### config.mk
export PLATFORM = sky130hd
export DESIGN_NAME = tile_egress_arbiter
export DESIGN_NICKNAME = d
export VERILOG_FILES = /design/src/rtl/tile_egress_arbiter.sv
export SDC_FILE = /design/constraint.sdc
export NUM_CORES = 1
export LEC_CHECK = 0
export CAP_MARGIN = 20
export CORE_ASPECT_RATIO = 1.1
export CORE_MARGIN = 5
export CORE_UTILIZATION = 36
export CTS_CLUSTER_DIAMETER = 60
export DETAILED_ROUTE_END_ITERATION = 10
export PLACE_DENSITY_LB_ADDON = 0.25
export SETUP_SLACK_MARGIN = 0.4
export SLEW_MARGIN = 25
export SYNTH_ARGS = -nofsm -noshare
export SYNTH_HDL_FRONTEND = slang
export SYNTH_SLANG_ARGS = --single-unit
### constraint.sdc
create_clock -name clk_line -period 2.5 [get_ports clk_line]
set_input_delay 0.375 -clock clk_line [delete_from_list [all_inputs] [get_ports clk_line]]
set_output_delay 0.375 -clock clk_line [all_outputs]
set_load 0.005 [all_outputs]
### src/rtl/tile_egress_arbiter.sv
// Packet-level round-robin arbiter sharing the tile's NoC local-in stream port.
// Grant is held from first beat to TLAST; also counts packets and flags mid-packet stalls.
module tile_egress_arbiter #(
  parameter int unsigned N_REQ       = 2,
  parameter int unsigned BW          = 32,
  parameter int unsigned STALL_LIMIT = 256,
  parameter int unsigned CNT_W       = 16,
  localparam int unsigned BWB        = BW / 8,
  localparam int unsigned GW         = (N_REQ > 2) ? $clog2(N_REQ) : 1
) (
  input  logic                   clk_line,
  input  logic                   clk_line_rst_high,
  input  logic [N_REQ-1:0]       src_TVALID,
  input  logic [N_REQ*BW-1:0]    src_TDATA,
  input  logic [N_REQ*BWB-1:0]   src_TKEEP,
  input  logic [N_REQ-1:0]       src_TLAST,
  output logic [N_REQ-1:0]       src_TREADY,
  output logic                   m_TVALID,
  output logic [BW-1:0]          m_TDATA,
  output logic [BWB-1:0]         m_TKEEP,
  output logic                   m_TLAST,
  input  logic                   m_TREADY,
  input  logic [N_REQ-1:0]       src_enable,
  output logic                   busy,
  output logic [GW-1:0]          grant_id,
  output logic [CNT_W-1:0]       pkt_count,
  output logic                   stall_err
);

  localparam int unsigned SW = $clog2(STALL_LIMIT + 1);

  typedef enum logic {IDLE, LOCKED} state_t;

  state_t           r_state;
  logic [GW-1:0]    r_grant;
  logic [GW-1:0]    r_rr_ptr;
  logic             r_busy;
  logic [CNT_W-1:0] r_pkt_count;
  logic [SW-1:0]    r_stall_cnt;
  logic             r_stall_err;

  logic [N_REQ-1:0] w_eligible;
  logic [GW-1:0]    w_winner;
  logic             w_any;
  logic             w_locked;
  logic             w_vld;
  logic             w_last;
  logic [BW-1:0]    w_data;
  logic [BWB-1:0]   w_keep;
  logic             w_done;

  function automatic logic [GW-1:0] wrap_idx(input logic [GW-1:0] base, input int step);
    return GW'((int'(base) + step) % int'(N_REQ));
  endfunction

  // Round-robin search starting just after the last served source
  always_comb begin
    w_eligible = src_TVALID & src_enable;
    w_winner   = '0;
    w_any      = 1'b0;
    for (int k = 1; k <= int'(N_REQ); k++) begin
      if (!w_any && w_eligible[wrap_idx(r_rr_ptr, k)]) begin
        w_winner = wrap_idx(r_rr_ptr, k);
        w_any    = 1'b1;
      end
    end
  end

  // Select the granted source's stream signals
  always_comb begin
    w_vld  = 1'b0;
    w_last = 1'b0;
    w_data = '0;
    w_keep = '0;
    for (int i = 0; i < int'(N_REQ); i++) begin
      if (r_grant == GW'(i)) begin
        w_vld  = src_TVALID[i];
        w_last = src_TLAST[i];
        w_data = src_TDATA[i*BW +: BW];
        w_keep = src_TKEEP[i*BWB +: BWB];
      end
    end
  end

  assign w_locked = (r_state == LOCKED);
  assign w_done   = w_locked & w_vld & m_TREADY & w_last;

  // Unregistered pass-through keeps full beat-per-cycle throughput inside a packet
  assign m_TVALID = w_locked & w_vld;
  assign m_TDATA  = w_locked ? w_data : '0;
  assign m_TKEEP  = w_locked ? w_keep : '0;
  assign m_TLAST  = w_locked & w_last;

  always_comb begin
    src_TREADY = '0;
    for (int i = 0; i < int'(N_REQ); i++) begin
      src_TREADY[i] = w_locked && (r_grant == GW'(i)) && m_TREADY;
    end
  end

  always_ff @(posedge clk_line) begin
    if (clk_line_rst_high) begin
      r_state     <= IDLE;
      r_grant     <= '0;
      r_rr_ptr    <= GW'(N_REQ - 1);
      r_busy      <= 1'b0;
      r_pkt_count <= '0;
      r_stall_cnt <= '0;
      r_stall_err <= 1'b0;
    end else begin
      case (r_state)
        IDLE: begin
          r_stall_cnt <= '0;
          if (w_any) begin
            r_grant <= w_winner;
            r_busy  <= 1'b1;
            r_state <= LOCKED;
          end
        end
        LOCKED: begin
          // Only an absent TVALID counts; backpressure is not a stall
          if (w_vld) begin
            r_stall_cnt <= '0;
          end else if (r_stall_cnt != SW'(STALL_LIMIT)) begin
            r_stall_cnt <= r_stall_cnt + SW'(1);
          end
          if (!w_vld && (r_stall_cnt == SW'(STALL_LIMIT - 1))) begin
            r_stall_err <= 1'b1;
          end
          if (w_done) begin
            r_state     <= IDLE;
            r_busy      <= 1'b0;
            r_rr_ptr    <= r_grant;
            r_pkt_count <= r_pkt_count + CNT_W'(1);
          end
        end
        default: r_state <= IDLE;
      endcase
    end
  end

  assign busy      = r_busy;
  assign grant_id  = r_grant;
  assign pkt_count = r_pkt_count;
  assign stall_err = r_stall_err;

endmodule
==> flow_summary.yaml <==
outcome:
  status: "complete, no violations"
pwr:
  power_mw: 1.28
  p_leak_nw: 1.24
  p_per_area_mw_per_mm2: 356
  peakVddDrop_uv: 254
timing:
  max_freq_ghz: 0.483
  setup_viol: 0
  fin_skew_ns: 0.00769
  post-route-period-util: 0.828
  slew_headroom: 0.719
  rsz0062_at_grt: "true"
  whs_ns: 0.472
  drv_slew: 0
  final.min_clock_period_ns: 2.07
  tns_ns: 0
  finalHoldViolations: 0
  worst_pin_slew_ns: 0.420
logic_synthesis:
  ys_warn_count: 0
  synth_ff_type: "dfxtp_1"
  synth_edf_count: 0
  syn_avg_cell_area_sq_um: 8.13
  synth_fp_nets: 328
  ys_async_sr_fraction: 0
  netlist_area_sq_mm: 0.00198
  postSynthCellCount: 243
  synth_cell_types: 38
  ys_ff_latch: 30
  seq_area_frac_synth: 0.304
global_routing:
  grt_start_max_net_pins: 41
  grt_pass1_vias: 2260
  grt_pass1_wl_mm: 10.9
  grt_usage: 0.200
  overflow: 0
  antenna_found_initial: 0
floorplanning:
  die_w_um: 80.6
  core_area_sq_mm: 0.00536
  die_h_um: 87.7
  pin_count: 140
  dieArea_sq_mm: 0.00707
  rows: 28
  initial_utilization: 0.369
finish:
  drive_above_1_share: 0.0547
  area_delta_synth_final_pct: 82.7
  final_cell_mix: "138 x clkdlybuf4s50_1, 55 x nor2_1, 39 x mux2i_1"
  antenna_cells: 0
  fin_nets: 468
  mostFrequentLayoutCell: "clkdlybuf4s50_1"
  final_area_sq_mm: 0.00361
cts:
  cts_max_level: 2
  cts_hold_buf: 0
  cts_tree: "done"
  cts_buffers: 5
  cts.path.max_buffers: 2
  clock_latency_ns: 0.28
  post_cts_buffers: 0
  clk_pin_slew_ns: 0.07
  clock-sinks: 30
  root_buffer: "clkbuf_8"
critical_path:
  path_max_fanout: 6
  crit_arrival_ns: 1.69
  path_class: "input port to output pin"
  crit_path_end_kind: "output pin"
  cp-start-kind: "input port"
  critPathRequiredTime_ns: 2.12
placed_design:
  place_hpwl_mm: 5.54
  gp_congestion: 0.846
  dpl_cell_area_sq_mm: 0.00345
  io_buffers: 139
route:
  vias_per_cell: 4.95
  num_vias: 2270
  post_drt_wl_per_cell_um: 15.4
  drc: 0
  drtIter0Drc: 72
  ant_nets: 0
  routed_wl_mm: 7.07
  dr.pass1.iters: 4
run:
  max-cap-violations: 0
min_path:
  min_path_type: "flop to flop"
registers in the layout (all words and copies together) (netlist names):
signal and flops:
grant_id 1, r_rr_ptr 1, r_state 1, pkt_count 16, stall_err 1, r_stall_cnt 9
busy 1
power by group:
part / leakage [nW] / switching, mW / internal, mW / total (mW)
logic: 0.946 / 0.133 / 0.250 / 0.383
clock network: 0.0472 / 0.189 / 0.221 / 0.409
registers: 0.243 / 0.00863 / 0.484 / 0.492
total: 1.24 / 0.330 / 0.955 / 1.28
logic make-up (layout without fill, tap and decap cells):
kind of cell	count (synthesis)	in the layout	synth area share
AOI/OAI and AO/OA	34	34	0.123
xor gates and xnor gates	12	12	0.0532
adders and majority gates	4	4	0.0253
buffers and inverters	20	161	0.0418
DFF	30	30	0.304
muxes	40	40	0.203
and+or+nand+nor	103	103	0.250
layer usage:
layer | part of all wire | up-vias | GRT usage
met5 | 0 | - | 0
met3 | 0.087 | 14 | 0.0792
met2 | 0.52 | 97 | 0.363
met1 | 0.37 | 1021 | 0.199
li1 | - | 1138 | -
met4 | 0.030 | 0 | 0.0922
timing repair:
| action | in CTS | in global routing |
|---|---|---|
| resized for setup | 1 | 5 |
| endpoints found under the hold margin | 0 | 0 |
| gates cloned | 1 | 1 |
| setup endpoints to repair | 28 | 39 |
stage by stage:
step / utilization / worst slack [ns] / cells
floorplan: - / 0.987 / 243
finish: 0.673 / 0.431 / 459
global placement: 0.643 / 0.440 / 449
CTS: 0.667 / 0.421 / 458
global route: 0.673 / 0.400 / 459
detailed placement: 0.643 / 0.372 / 449
Yosys cell counts, types with 3 or more instances:
master	number	area [sq um]
nor2_1	55	206
or3_1	8	50.1
clkbuf_1	7	26.3
nand3b_1	3	22.5
and4_1	3	26.3
nand4_1	5	31.3
dfxtp_1	30	601
nand3_1	10	50.1
xnor2_1	6	52.6
xor2_1	6	52.6
ha_1	4	50.1
and2_1	3	18.8
nand2_1	7	26.3
inv_1	9	33.8
a21oi_1	12	60.1
mux2i_1	40	400
and3_1	3	18.8
buf_2	3	15.0
o21ai_0	9	45.0
final timing paths:
kind / startpoint / to / slack, ns / cells past startpoint
hold / removal: stall_err / stall_err / 0.47 / 2
setup / recovery: src_TVALID[0] / m_TVALID / 0.43 / 4
setup reg to reg: grant_id / pkt_count[15] / 0.73 / 5
hold reg to reg: stall_err / stall_err / 0.47 / 2
worst max-delay path: stages:
cell and delay [ns]:
clkdlybuf4s50_1 0.58, mux2i_2 0.13, nor2_1 0.10, clkdlybuf4s50_1 0.52
final cells by class:
class | count | area (sq um)
Clock inverter | 2 | 12.5
Clock buffer | 6 | 82.6
Multi-Input combinational cell | 193 | 1300
Tap cell | 75 | 93.8
Inverter | 9 | 33.8
Timing Repair Buffer | 144 | 1490
Fill cell | 461 | 1750
Sequential cell | 30 | 606
Power figures use the tool's default switching activity.
